File: src/rtl/ctrl_decode_stage.sv
// Registered RV32 control-decode stage: opcode classification, trap-hold FSM, flush, saturating illegal counter.
// Optional M-extension decode is enabled by defining CTRL_DECODE_MEXT_EN.
module ctrl_decode_stage #(
   parameter int ILEN      = 32,
   parameter int XLEN      = 32,
   parameter int ALUOP_W   = 4,
   parameter int ILL_CNT_W = 8
) (
   input  logic                 clk_i,
   input  logic                 rst_i,
   input  logic                 flush_i,
   input  logic                 in_valid_i,
   output logic                 in_ready_o,
   input  logic [ILEN-1:0]      instr_i,
   input  logic [XLEN-1:0]      pc_i,
   output logic                 out_valid_o,
   input  logic                 out_ready_i,
   output logic [ILEN-1:0]      out_instr_o,
   output logic [XLEN-1:0]      out_pc_o,
   output logic [ALUOP_W-1:0]   aluop_o,
   output logic                 reg_write_o,
   output logic                 mem_read_o,
   output logic                 mem_write_o,
   output logic                 branch_o,
   output logic                 jump_o,
   output logic                 alu_src_b_o,
   output logic                 mem_to_reg_o,
   output logic                 illegal_o,
   output logic                 trap_o,
   input  logic                 trap_ack_i,
   output logic [ILL_CNT_W-1:0] ill_count_o,
   output logic                 dbg_state_o
);

   // Handshake: a transfer happens on a side in any cycle where its valid and ready are both 1.
   // The output entry is held stable while out_valid_o=1 and out_ready_i=0.
   typedef enum logic {RUN = 1'b0, TRAP = 1'b1} state_t;

   state_t state;

   logic [ALUOP_W-1:0] d_aluop;
   logic d_reg_write, d_mem_read, d_mem_write, d_branch, d_jump;
   logic d_alu_src_b, d_mem_to_reg, d_illegal;
   logic accept;

   assign in_ready_o  = (state == RUN) & ~flush_i & (~out_valid_o | out_ready_i);
   assign accept      = in_valid_i & in_ready_o;
   assign trap_o      = (state == TRAP);
   assign dbg_state_o = state;

   always_comb begin
      d_aluop      = '0;
      d_reg_write  = 1'b0;
      d_mem_read   = 1'b0;
      d_mem_write  = 1'b0;
      d_branch     = 1'b0;
      d_jump       = 1'b0;
      d_alu_src_b  = 1'b0;
      d_mem_to_reg = 1'b0;
      d_illegal    = 1'b0;
      case (instr_i[6:0])
         7'b0110011: begin
            d_reg_write = 1'b1;
            if (instr_i[31:25] == 7'b0000000 || instr_i[31:25] == 7'b0100000)
               d_aluop = ALUOP_W'(4'b0000);
`ifdef CTRL_DECODE_MEXT_EN
            else if (instr_i[31:25] == 7'b0000001)
               d_aluop = ALUOP_W'(4'b1000);
`endif
            else
               d_illegal = 1'b1;
         end
         7'b0010011: begin d_aluop = ALUOP_W'(4'b0001); d_reg_write = 1'b1; d_alu_src_b = 1'b1; end
         7'b1100011: begin d_aluop = ALUOP_W'(4'b0010); d_branch = 1'b1; end
         7'b1100111: begin
            d_aluop = ALUOP_W'(4'b0011); d_jump = 1'b1; d_reg_write = 1'b1; d_alu_src_b = 1'b1;
         end
         7'b1101111: begin d_aluop = ALUOP_W'(4'b0011); d_jump = 1'b1; d_reg_write = 1'b1; end
         7'b0000011: begin
            d_aluop = ALUOP_W'(4'b0100); d_reg_write = 1'b1; d_mem_read = 1'b1;
            d_alu_src_b = 1'b1; d_mem_to_reg = 1'b1;
         end
         7'b0100011: begin d_aluop = ALUOP_W'(4'b0101); d_mem_write = 1'b1; d_alu_src_b = 1'b1; end
         7'b0110111: begin d_aluop = ALUOP_W'(4'b0110); d_reg_write = 1'b1; d_alu_src_b = 1'b1; end
         7'b0010111: begin d_aluop = ALUOP_W'(4'b0111); d_reg_write = 1'b1; d_alu_src_b = 1'b1; end
         default:    d_illegal = 1'b1;
      endcase
      // Every listed opcode ends in 11, so compressed encodings already fall to default.
      if (d_illegal) begin
         d_aluop      = {ALUOP_W{1'b1}};
         d_reg_write  = 1'b0;
         d_mem_read   = 1'b0;
         d_mem_write  = 1'b0;
         d_branch     = 1'b0;
         d_jump       = 1'b0;
         d_alu_src_b  = 1'b0;
         d_mem_to_reg = 1'b0;
      end
   end

   always_ff @(posedge clk_i) begin
      if (rst_i) begin
         state        <= RUN;
         out_valid_o  <= 1'b0;
         out_instr_o  <= '0;
         out_pc_o     <= '0;
         aluop_o      <= '0;
         reg_write_o  <= 1'b0;
         mem_read_o   <= 1'b0;
         mem_write_o  <= 1'b0;
         branch_o     <= 1'b0;
         jump_o       <= 1'b0;
         alu_src_b_o  <= 1'b0;
         mem_to_reg_o <= 1'b0;
         illegal_o    <= 1'b0;
         ill_count_o  <= '0;
      end else if (flush_i) begin
         state       <= RUN;
         out_valid_o <= 1'b0;
      end else begin
         if (state == TRAP && trap_ack_i)
            state <= RUN;
         if (accept) begin
            out_valid_o  <= 1'b1;
            out_instr_o  <= instr_i;
            out_pc_o     <= pc_i;
            aluop_o      <= d_aluop;
            reg_write_o  <= d_reg_write;
            mem_read_o   <= d_mem_read;
            mem_write_o  <= d_mem_write;
            branch_o     <= d_branch;
            jump_o       <= d_jump;
            alu_src_b_o  <= d_alu_src_b;
            mem_to_reg_o <= d_mem_to_reg;
            illegal_o    <= d_illegal;
            if (d_illegal) begin
               state <= TRAP;
               if (ill_count_o != {ILL_CNT_W{1'b1}})
                  ill_count_o <= ill_count_o + 1'b1;
            end
         end else if (out_ready_i) begin
            out_valid_o <= 1'b0;
         end
      end
   end

endmodule
File: config.mk
export PLATFORM = sky130hd
export DESIGN_NAME = ctrl_decode_stage
export DESIGN_NICKNAME = d
export VERILOG_FILES = /design/src/rtl/ctrl_decode_stage.sv
export SDC_FILE = /design/constraint.sdc
export NUM_CORES = 1
export LEC_CHECK = 0
export CAP_MARGIN = 30
export CORE_MARGIN = 5
export CORE_UTILIZATION = 27
export CTS_CLUSTER_DIAMETER = 60
export DETAILED_ROUTE_END_ITERATION = 7
export PLACE_DENSITY = 0.64
export SLEW_MARGIN = 5
export SYNTH_ARGS = -nofsm -noshare
export SYNTH_HDL_FRONTEND = slang
export SYNTH_SLANG_ARGS = --single-unit
export TNS_END_PERCENT = 1
File: constraint.sdc
create_clock -name clk_i -period 2.1 [get_ports clk_i]
set_input_delay 0.315 -clock clk_i [delete_from_list [all_inputs] [get_ports clk_i]]
set_output_delay 0.315 -clock clk_i [all_outputs]
set_load 0.005 [all_outputs]
Yosys cells after proc, flatten, opt, wreduce, memory -nomap -nowiden
Cells that the tools add are included.
{ "word_totals": {"regBits": 85, "out_inout_bits": 88} }
{ "op_classes": {"n_addsub": 1, "n_eq_ne": 11, "mux": 21, "bitwise": 7, "reduce_logical": 11} }
{ "ops": {"columns": ["cell", "n"], "rows": [
  ["7-bit by 6-bit equality test with 1-bit output, second input constant", 4],
  ["7-bit equality test, second input constant", 3],
  ["3-bit one-hot mux with 7 select lines", 1],
  ["1-bit 2-to-1 mux", 18],
  ["7-bit by 5-bit equality test with 1-bit output, second input constant", 2],
  ["8-bit by 1-bit adder with 8-bit output, second input constant", 1],
  ["8-bit != test, second input constant", 1],
  ["8-bit OR reduction", 1],
  ["7-bit by 2-bit equality test with 1-bit output, second input constant", 1],
  ["7-bit logical NOT", 1],
  ["7-bit OR reduction", 1],
  ["6-bit OR reduction", 1],
  ["4-bit 2-to-1 mux", 1],
  ["4-bit AND reduction", 1],
  ["2-bit OR reduction", 2],
  ["1-bit AND", 3],
  ["1-bit inverter", 3],
  ["1-bit one-hot mux with 2 select lines", 1],
  ["2-bit AND reduction", 1],
  ["2-bit nonzero test", 1],
  ["1-bit logical AND", 1],
  ["1-bit logical OR", 1],
  ["1-bit bitwise OR", 1]
]} }

Depth between registers and ports, before layout
{ "logic_depth": {"depth_word": 6, "ltp_mapped": 7, "mapped_depth_nobuf": 5} }

Worst setup path after synthesis
No wires, ideal clock.
{ "synth_timing": {"kind": "input to register", "from": "input port instr_i[4]", "to": "register ill_count_o[5]", "arrival_ns": 1.640, "required_time_ns": 1.968, "path_slack_ns": 0.328, "stages": 7, "path_cell_list": "buf_2 nor4b_1 and4_4 a211o_1 buf_2 o41ai_1 a21oi_1"} }
{ "synth_via": {"elab_chain_cells": 4, "elab_cells_between_ends": 12, "classes_between": "9 x eq/ne; 1 x mux; 2 x reduce/logical"} }
{ "synth_rtl": {"columns": ["element", "line", "text"], "rows": [
  ["from (decl)", "14", "input logic [ILEN-1:0] instr_i,"],
  ["7-bit by 5-bit equality test with 1-bit output (tied with other cells)", "61", "case (instr_i[6:0])"],
  ["8-bit OR reduction (no source line)", null, null],
  ["1-bit one-hot mux with 2 select lines *", "61", null],
  ["4-bit AND reduction (no source line) *", null, null],
  ["to (signal assigned)", "139", "ill_count_o <= ill_count_o + 1'b1;"],
  ["to (decl)", "31", "output logic [ILL_CNT_W-1:0] ill_count_o,"]
]} }
Every way passes the cells marked *; elsewhere a longest branch is shown, timed or not.
A chain may end at the register's enable or synchronous reset.

Worst setup path after layout
{ "layout_timing": {"from": "input port instr_i[5]", "to": "register ill_count_o[5]"} }
The elaborated chain is that of the path after synthesis.

==> results.md <==
- Status: finished clean
- Vias: 3,441
- First-pass GRT wire length: ~17,000 um
- Worst Tran Pin Value: 392.4 ps
- CP endpoint kind: register
- Hpwl dp: 7750 um
- Final hold vios: 0
- Top-count cell post-synth: nand2_1
- Period utilization: 0.9636
- Leading post-synthesis cells by cell area: dfxtp_1 (52%), nand2_1 (16%), a21oi_1 (11%)
- Cell variety after synth: 48
- Clk network pwr share: 0.411
- Post-synth EDFFs: 0
- Final min period: between 2000 and 2500 ps
- Most frequent cells after synthesis: nand2_1 (136), dfxtp_1 (84), a21oi_1 (75), clkbuf_1 (26), nor2_1 (13)
- Int Power: 2.930 mW
- Worst hold start: rst_i
- Final core occ: 0.4611
- Crit path required time: 2360 ps
- Yosys warnings: 0
- Hold buffer count at cts: 0
- Worst path bufs/invs: 1
- Critical R2R Launch: dbg_state_o
- TritonRoute pass-1 iters: 5
- Drt via density: 4.714
- Comb pwr share: 0.147
- HP Class: in -> reg
- Primary FF master, synth: dfxtp_1
- Clock Sinks: 84
- WHS Path Cells: 2
- Buffer count from post-CTS setup fixing: 0
- Share of flip-flops with an asynchronous set or reset: 0
- Vias in the first global route: 3,336
- Slew Limit Fails: 0
- Iter 0 DRT Violations: 123
- Row Count: 40
- Die area: 14,390 um2
- Kind of critical path: in -> reg
- Share of cells above drive strength 1: 0.1029
- Capturing point of the worst reg2reg path: ill_count_o[5]
- Worst Hold End: alu_src_b_o
- N_diodes: 0
- Pin count of the biggest net entering global routing: 74
- #FFs+latches synth: 84
- GPL Wtd Cong: 0.8388
- Post-Synthesis Cells: around 410
- Sequential area share after synthesis: 0.5151
- Pleak: around 2 nW
- Flop pwr share: 0.442
- Final net count: between 600 and 700
- Global route overflow: 0
- Worst reg2reg path depth: 5
- Peak VDD IR: 0.0003703 V
- Post-Syn Area: around 3300 um2
- Starting Density: 0.2741
- Switch share: 0.2393
- Die W: ~120 um
- CP delay by family, top: simple AND/OR/NAND/NOR gates
- Htree depth: 3
- Ports: 158
- Root Buffer: clkbuf_16
- P per Cell Area: roughly 700 nW/um2
- Endpoints failing setup: 0
- CP peak stage delay: 530 ps
- CP startpoint kind: input port
- Power consumption: 3.852 mW
- Slowest CP cell: clkdlybuf4s50_1
- Mapped Avg Cell Area: about 8 um2
- Post-Syn Nets: 479
- Worst skew pair latency: 330 ps
- CTS tree: done
- Crit Path Max Fanout: 6
- Pre-CTS setup slack: -300.2 ps
- Clock Skews: 4.221 ps
- Critical path arrival: between 2000 and 2500 ps
- Layout area overhead: 68.26%
- Drt drc: 0
- Share of the synthesized area in the top cell type: 0.5151
- Synth area leader: dfxtp_1
- Max_cap viols: 0
- Clock transition at the registers of the reported paths: 60 ps
- Worst setup margin: about 77 ps
- Core area: 11,910 um2
- Fmax: 494.2 MHz
- Flop2flop setup slack: around 380 ps
- Overall Global Routing Usage: 0.1419
- Hold Worst Slack: 391.1 ps
- IO buf count: 157
- WL per Instance: around 14 um
- Max-slew headroom: 0.7347
- Inserted Clock Buffers: 9
- Die height: about 120 um
- Switching pwr: around 920 uW
- Critical-path cell list: clkdlybuf4s50_1, nor4b_2, and4_4, a211o_1, or4b_1, a21oi_1
- RSZ-0062 raised after global routing: false
- Initial antenna violation count: 0
- Max Buffers Root-to-Sink: 2
- Final WL: 10,490 um
- Post-route ant nets: 0
[per-layer routing]
| metal | vias up | wire length [um] | GRT usage |
|---|---|---|---|
| met5 | - | 0 | 0 |
| met4 | 0 | 144 | 0.04438 |
| met3 | 13 | 1006 | 0.05608 |
| met2 | 129 | 5005 | 0.2399 |
| met1 | 1594 | 4331 | 0.1643 |
| li1 | 1705 | - | - |
[power by group through the flow]
stage,logic (mW),registers [mW],clock network (mW)
finish,0.566,1.70,1.59
global route,0.617,1.71,1.71
CTS,0.574,1.70,1.64
detailed placement,0.571,1.74,0
global placement,0.564,1.73,0
floorplan,0.185,1.74,0
[cell families after synthesis]
logic type / Yosys count / share of synthesized area
AOI/OAI and AO/OA: 99 / 0.1736
xor gates and xnor gates: 1 / 0.002684
adders and majority gates: 1 / 0.003832
buffers and inverters: 34 / 0.04369
DFF: 84 / 0.5151
muxes: 3 / 0.01111
and+or+nand+nor: 186 / 0.2499
[state kept, by name, summed over array words and instances, names as in the netlist]
name	cells
out_instr_o	32
out_pc_o	32
ill_count_o	8
aluop_o	4
alu_src_b_o	1
branch_o	1
dbg_state_o	1
jump_o	1
mem_to_reg_o	1
mem_write_o	1
out_valid_o	1
reg_write_o	1
[stage by stage]
stage / instances / area, um2 / setup TNS (ps)
4_1_cts: 730 / 5479 / 0
3_3_place_gp: 714 / 5179 / -2737
3_5_place_dp: 714 / 5179 / -2746
6_report: 730 / 5493 / 0
2_1_floorplan: 408 / 3264 / 0
5_1_grt: 730 / 5493 / 0
[layout make-up]
class	count	area, um2
Inverter	2	7.507
Sequential cell	84	1682
Timing Repair Buffer	191	1867
Clock buffer	9	225.2
Tap cell	147	183.9
Fill cell	1186	6419
Multi-Input combinational cell	290	1453
Clock inverter	7	75.07
[layout by cell type, fill, tap and decap left out, types with 2 or more instances in the layout]
cell             count
a22oi_1              2
inv_1                2
a21oi_1             75
dfxtp_1             84
and3_1               2
clkinvlp_4           3
clkdlybuf4s50_1    153
a211oi_1             4
a31oi_1              2
buf_12               3
nor2b_1              4
nor2_1              13
nand2b_1             4
dlymetal6s2s_1       3
nor3_1               2
nand4_1              3
nand3_1              4
nand4b_1             2
inv_6                2
o21ai_0              5
clkbuf_16            9
nand2_1            136
buf_4               31
[how the worst max path moves through the flow]
stage          slack (ps)        endpoint        from  depth (start not counted)
2_1_floorplan         330  ill_count_o[5]  instr_i[4]                          7
3_3_place_gp         -290  ill_count_o[5]  instr_i[6]                          6
3_5_place_dp         -300  ill_count_o[7]  instr_i[5]                          7
4_1_cts                30  ill_count_o[5]  instr_i[6]                          6
5_1_grt                10  ill_count_o[5]  instr_i[5]                          6
6_report               80  ill_count_o[5]  instr_i[5]                          6
[repair_timing]
action,in CTS,in global routing
setup endpoints to repair,0,5
gates resized for setup,0,4
hold endpoints to repair,0,0
Power figures use the tool's default switching activity.
